<file path="config.mk">
export PLATFORM = sky130hd
export DESIGN_NAME = sync_fifo_ctrl
export DESIGN_NICKNAME = d
export VERILOG_FILES = /design/src/rtl/sync_fifo_pkg.sv /design/src/rtl/fifo_ptr.sv /design/src/rtl/sync_fifo_ctrl.sv
export SDC_FILE = /design/constraint.sdc
export NUM_CORES = 1
export LEC_CHECK = 0
export BUFFER_PORTS_ARGS = -buffer_cell sky130_fd_sc_hd__buf_2
export CAP_MARGIN = 0
export CELL_PAD_IN_SITES_DETAIL_PLACEMENT = 1
export CELL_PAD_IN_SITES_GLOBAL_PLACEMENT = 1
export CORE_ASPECT_RATIO = 0.8
export CORE_MARGIN = 2
export CORE_UTILIZATION = 38
export CTS_BUF_LIST = sky130_fd_sc_hd__clkbuf_16
export DETAILED_ROUTE_END_ITERATION = 7
export MAX_ROUTING_LAYER = met4
export PLACE_DENSITY_LB_ADDON = 0.1
export SLEW_MARGIN = 20
export SYNTH_ARGS = -nofsm -noshare
export SYNTH_HDL_FRONTEND = slang
export SYNTH_SLANG_ARGS = --single-unit
</file>
<file path="constraint.sdc">
create_clock -name clk -period 3 [get_ports clk]
set_input_delay 0.6 -clock clk [delete_from_list [all_inputs] [get_ports clk]]
set_output_delay 0.6 -clock clk [all_outputs]
set_load 0.01 [all_outputs]
</file>
<file path="src/rtl/sync_fifo_pkg.sv">
// Shared sizing helpers and reset constants for the synchronous FIFO controller.
package sync_fifo_pkg;

    localparam int PTR_RST = 0;

    // Pointers carry one extra bit so full and empty stay distinguishable.
    function automatic int addr_w(input int addrsize);
        return addrsize + 1;
    endfunction

    function automatic int DEPTH_OF(input int a);
        return 1 << a;
    endfunction

endpackage

</file>
<file path="src/rtl/fifo_ptr.sv">
// Binary FIFO pointer: registered incrementer with synchronous reset and count enable.
module fifo_ptr
    import sync_fifo_pkg::*;
#(
    parameter int W = 5
) (
    input  logic         clk,
    input  logic         rst,
    input  logic         inc,
    output logic [W-1:0] ptr
);

    logic [W-1:0] ptr_reg;

    // Natural 2^W roll-over gives the modulo 2*DEPTH wrap.
    always_ff @(posedge clk) begin
        if (rst) begin
            ptr_reg <= W'(PTR_RST);
        end else if (inc) begin
            ptr_reg <= ptr_reg + W'(1);
        end
    end

    assign ptr = ptr_reg;

endmodule

</file>
<file path="src/rtl/sync_fifo_ctrl.sv">
// Single-clock FIFO sequencer: pointers, memory enables, status flags, read-valid strobe.
// Define SYNC_FIFO_CTRL_ERR_EN to add sticky overflow/underflow outputs.
module sync_fifo_ctrl
    import sync_fifo_pkg::*;
#(
    parameter int ADDRSIZE      = 4,
    parameter int AFULL_THRESH  = 14,
    parameter int AEMPTY_THRESH = 2
) (
    input  logic                clk,
    input  logic                rst,
    input  logic                wr_req,
    input  logic                rd_req,
    output logic [ADDRSIZE-1:0] wr_addr,
    output logic [ADDRSIZE-1:0] rd_addr,
    output logic                mem_wr_en,
    output logic                mem_rd_en,
    output logic                wr_full,
    output logic                rd_empty,
    output logic                rd_valid,
    output logic [ADDRSIZE:0]   count,
    output logic                almost_full,
    output logic                almost_empty
`ifdef SYNC_FIFO_CTRL_ERR_EN
    ,
    output logic                overflow,
    output logic                underflow
`endif
);

    localparam int PTR_W = addr_w(ADDRSIZE);
    localparam int MSB   = PTR_W - 1;
    localparam logic [PTR_W-1:0] AFULL_LVL  = PTR_W'(AFULL_THRESH);
    localparam logic [PTR_W-1:0] AEMPTY_LVL = PTR_W'(AEMPTY_THRESH);

    logic [PTR_W-1:0] ptr_q [2];
    logic [1:0]       ptr_inc;
    logic [PTR_W-1:0] wptr;
    logic [PTR_W-1:0] rptr;
    logic             wr_acc;
    logic             rd_acc;
    logic             rd_valid_reg;

    // Index 0 is the write pointer, index 1 the read pointer.
    assign ptr_inc = {rd_acc, wr_acc};

    generate
        for (genvar gi = 0; gi < 2; gi++) begin : g_ptr
            fifo_ptr #(
                .W(PTR_W)
            ) u_ptr (
                .clk(clk),
                .rst(rst),
                .inc(ptr_inc[gi]),
                .ptr(ptr_q[gi])
            );
        end
    endgenerate

    assign wptr = ptr_q[0];
    assign rptr = ptr_q[1];

    assign wr_acc    = wr_req & ~wr_full;
    assign rd_acc    = rd_req & ~rd_empty;
    assign mem_wr_en = wr_acc;
    assign mem_rd_en = rd_acc;

    assign wr_addr = wptr[ADDRSIZE-1:0];
    assign rd_addr = rptr[ADDRSIZE-1:0];

    // Flags depend only on registered pointers, never on the requests.
    assign rd_empty     = (wptr == rptr);
    assign wr_full      = (wptr[MSB] != rptr[MSB]) &&
                          (wptr[ADDRSIZE-1:0] == rptr[ADDRSIZE-1:0]);
    assign count        = wptr - rptr;
    assign almost_full  = (count >= AFULL_LVL);
    assign almost_empty = (count <= AEMPTY_LVL);

    always_ff @(posedge clk) begin
        if (rst) begin
            rd_valid_reg <= 1'b0;
        end else begin
            rd_valid_reg <= rd_acc;
        end
    end

    assign rd_valid = rd_valid_reg;

`ifdef SYNC_FIFO_CTRL_ERR_EN
    logic overflow_reg;
    logic underflow_reg;

    always_ff @(posedge clk) begin
        if (rst) begin
            overflow_reg  <= 1'b0;
            underflow_reg <= 1'b0;
        end else begin
            if (wr_req && wr_full) begin
                overflow_reg <= 1'b1;
            end
            if (rd_req && rd_empty) begin
                underflow_reg <= 1'b1;
            end
        end
    end

    assign overflow  = overflow_reg;
    assign underflow = underflow_reg;
`endif

endmodule

</file>
### Word-level counts from Yosys, hierarchy flattened

Cells that the tools add are included.

| cells by class | value |
|---|---|
| add/subtract/negate cells | 3 |
| $lt $le $gt $ge | 2 |
| equal/unequal tests | 3 |
| bitwise gates (word level) | 4 |
| reductions and logical operators | 1 |

Operators by type and width:

| kind | count |
|---|---|
| 5-bit by 1-bit adder with 5-bit output, second input constant | 2 |
| 5-bit == test | 1 |
| 5-bit by 4-bit >= comparator with 1-bit output, second input constant | 1 |
| 5-bit by 2-bit <= comparator with 1-bit output, second input constant | 1 |
| 5-bit subtractor | 1 |
| 4-bit == test | 1 |
| 1-bit AND | 2 |
| 1-bit inverter | 2 |
| 1-bit logical AND | 1 |
| 1-bit inequality test | 1 |

| storage, ports and cells | value |
|---|---|
| bits in registers | 11 |
| output and inout port bits | 20 |
| logic and storage cells | 16 |

### Depth between registers and ports, before layout

| depth | value |
|---|---|
| depth after elaboration | 4 |
| depth in mapped cells | 8 |
| mapped depth without buffers | 8 |

### Hierarchy

From an unflattened synthesis, not the netlist that was laid out.

| second synthesis, totals | value |
|---|---|
| cell total of the unflattened synthesis | 78 |
| area total of the unflattened synthesis | 755.7 sq um |

Modules (own cells, without submodules):

| module | instances | cells each | area an instance (sq um) |
|---|---|---|---|
| fifo_ptr | 2 | 22 | 247.7 |
| sync_fifo_ctrl | 1 | 34 | 260.2 |

### Worst setup path before layout

Ideal clock, no wire load.

| path | value |
|---|---|
| path type | register to output |
| from | reg g_ptr[1].u_ptr.ptr_reg[0] |
| to | out almost_empty |
| arrival time | 1.820 ns |
| required time | 2.400 ns |
| setup slack | 0.580 ns |
| cell stages (with the launch flop) | 8 |
| cell sequence | dfxtp_1 ha_1 inv_1 fa_1 a21o_1 a21oi_1 xnor2_1 a2111oi_2 |

| on the way | value |
|---|---|
| word-level cells in the longest chain between the ends | 2 |

Ends and longest elaborated chain:

| item | RTL line | RTL |
|---|---|---|
| from (decl) | fifo_ptr.sv:13 | `logic [W-1:0] ptr_reg;` |
| from (signal assigned) | fifo_ptr.sv:18 | `ptr_reg <= W'(PTR_RST);` |
| from (signal assigned) | fifo_ptr.sv:20 | `ptr_reg <= ptr_reg + W'(1);` |
| 5-bit subtractor | sync_fifo_ctrl.sv:75 | `assign count = wptr - rptr;` |
| named net count[4] | sync_fifo_ctrl.sv:21 | `output logic [ADDRSIZE:0] count,` |
| 5-bit by 2-bit <= comparator with 1-bit output | sync_fifo_ctrl.sv:77 | `assign almost_empty = (count <= AEMPTY_LVL);` |
| to (decl) | sync_fifo_ctrl.sv:23 | `output logic almost_empty` |

The timed path passes the listed nets, and every way through them passes these cells.

### Worst setup path after layout

| path | value |
|---|---|
| from | reg g_ptr[1].u_ptr.ptr_reg[0] |
| to | out almost_empty |

| on the way | value |
|---|---|
| word-level cells in the longest chain between the ends | 2 |

Ends and longest elaborated chain:

| item | RTL line |
|---|---|
| 5-bit subtractor | sync_fifo_ctrl.sv:75 |
| 5-bit by 2-bit <= comparator with 1-bit output | sync_fifo_ctrl.sv:77 |

Every way passes these cells.

==> results.ini <==
[global_routing]
grt.overflow.total=0
track_usage_pct=17.5
grt_first_pass_wirelength_um=2670
grt_pass1_vias=563
antenna_found_initial=0
grt_max_degree=12

[logic_synthesis]
synth_edf_count=0
ys_ff_latch=11
synthDistinctLibCells=25
seq_area_frac_synth_pct=29.9
async_flop_share_pct=0
syn_avg_cell_area_um2=8.99
synth_area_um2=737
syn_nets=93
synth_cells=82
ys.warnings.count=0
ys.flop_type=dfxtp_1

[die]
pin_count=24
start_util_pct=39.7
rows=14
die_w_um=53.2
core-area_um2=1860
floorplan.die.height_um=43.4
dieArea_um2=2310

[clocking]
clkTransAtPathRegs_ns=0.04
cts_sinks=11
cts_resized=0
cts_root_buffer=clkbuf_16
cts_hold_buf=0
cts_made_buffers=3
post-cts-setup-buffers=0
cts_tree=yes
clk_path_buf_depth=2
clock_latency_ns=0.24
htreeDepth=1

[power]
vdd_ir_drop_max_mv=0.470
power_frac_comb_pct=36.6
p_sw_uw=218
p_seq_share_pct=26.3
power_leakage_nw=0.455
switching_share_pct=33.5
p_int_uw=434
power.density_nw_per_um2=720
pwr-share-clk_pct=37.1
p_total_uw=652

[drt]
wirelength_um=1620
via_count=593
viasPerCell=4.74
drc=0
ant_nets=0
wl_per_cell_um=13.0
firstDrtPassIters=4
first_iter_violations=5

[setup_path]
slowest_stage=dfxtp_1
start_kind=flip-flop
slowest_delay_ns=0.43
required_ns=2.40
cp_cell_sequence=ha_1 > inv_1 > fa_1 > a21o_1 > a21oi_1 > xnor2_1 > a2111oi_2 > buf_2
cp_max_fo=5
crit_arrival_ns=2.20
critPathTopFamily=adder cells
end_kind=output port
cp.buffers_inverters=2
critical_path_class=reg2out

[timing]
rsz0062_at_grt=no
hold_slack_ns=0.532
setup_violations=0
max_freq_ghz=0.357
setup_tns_ns=0
skew_ns=0.00215
period_share_pct=93.4
min_period_ns=2.80
relSlewSlack_pct=70.7
worst_slew_pin_slew_ns=0.438
hold_viol=0
maxSlewViolCount=0

[run_status]
outcome=completed

[placement]
dpl.hpwl_um=1260
io_buffers=23
gp_congestion=0.757

[layout]
regArea_um2=220
postLayoutCoreUtil_pct=48.7
final_nets=113
drive_gt1_share_pct=32.7
multi_input_area_um2=423
largest_register_ffs=10
n_antenna_cell=0
fillers=235
area_growth_pct=22.8

[worst_hold_path]
holdCritPathClass=reg2reg

[flow_run]
cap_viol_max_count=0

## cell type report
type                       instances  share of cell area (%)
multi-input combinational         54                    46.7
sequential                        11                    24.3
timing repair buffer              24                    13.6
clock buffer                       3                    8.30
inverter                           8                    3.32
tap                               24                    3.32
clock inverter                     1                   0.415
## power groups by stage
| stage | clock network (mW) | registers (mW) | logic [mW] |
|---|---|---|---|
| 3_5_place_dp | 0 | 0.175 | 0.242 |
| 5_1_grt | 0.254 | 0.173 | 0.269 |
| 2_1_floorplan | 0 | 0.171 | 0.170 |
| 4_1_cts | 0.250 | 0.172 | 0.243 |
| 6_report | 0.242 | 0.171 | 0.239 |
| 3_3_place_gp | 0 | 0.174 | 0.237 |
## worst min-delay path, stage by stage (launching register included)
cell and delay, ns:
dfxtp_1 0.34, o21ai_0 0.08, a21oi_1 0.06
## final timing paths
kind | from | end | slack (ns) | depth (start not counted)
setup reg to reg | g_ptr[1].u_ptr.ptr[2] | g_ptr[1].u_ptr.ptr[1] | 0.94 | 6
hold / removal | g_ptr[1].u_ptr.ptr[3] | g_ptr[1].u_ptr.ptr[3] | 0.53 | 2
setup / recovery | g_ptr[1].u_ptr.ptr[0] | almost_empty | 0.20 | 8
hold reg to reg | g_ptr[1].u_ptr.ptr[3] | g_ptr[1].u_ptr.ptr[3] | 0.53 | 2
## through the flow
step,cell area [µm²],std cells,worst slack [ns]
after floorplan,737,82,0.580
after global placement,826,121,0.484
after detailed placement,826,121,0.412
after CTS,905,125,0.151
after global routing,905,125,0.0232
final,905,125,0.197
## cells by family (layout without fill, tap and decap cells)
kind of cell | count (synthesis) | count (layout) | share of synthesized area [%]
adder cells (fa/ha/maj) | 7 | 7 | 12.9
flip-flops | 11 | 11 | 29.9
AND/OR/NAND/NOR | 18 | 18 | 11.0
multiplexers | 2 | 2 | 2.72
AO/OA/AOI/OAI | 16 | 16 | 16.6
XOR/XNOR | 11 | 11 | 14.1
buffers and inverters | 17 | 36 | 12.7
## cells in the mapped netlist, types with 2 or more instances
cell	number	area share [%]
xnor2_1	5	5.9
inv_1	8	4.1
a21o_1	2	2.0
dfxtp_1	11	30
a21oi_1	3	2.0
nor2_1	11	5.6
ha_1	6	10
mux2i_1	2	2.7
xor2_1	5	5.9
o21ai_2	2	2.4
and3_1	2	1.7
o211ai_1	3	3.1
o21ai_0	2	1.4
or3_1	2	1.7
buf_4	8	8.1
## placed cells by master (no fill, tap or decap), types with 2 or more instances in the layout
master / instances
buf_2: 23
nor2_1: 11
dfxtp_1: 11
inv_1: 9
ha_1: 6
xnor2_1: 5
xor2_1: 5
a21oi_1: 3
o211ai_1: 3
clkbuf_16: 3
o21ai_2: 2
a21o_1: 2
mux2i_1: 2
o21ai_0: 2
or3_1: 2
and3_1: 2
## layer usage
layer	vias up	part of all wire [%]	global-route usage, %
met1	269	51	23.8
li1	309	-	-
met3	4	4.6	7.24
met2	11	41	21.0
met5	-	0	-
met4	0	2.7	10.8
Note: power is estimated with default switching activity, not from simulation.
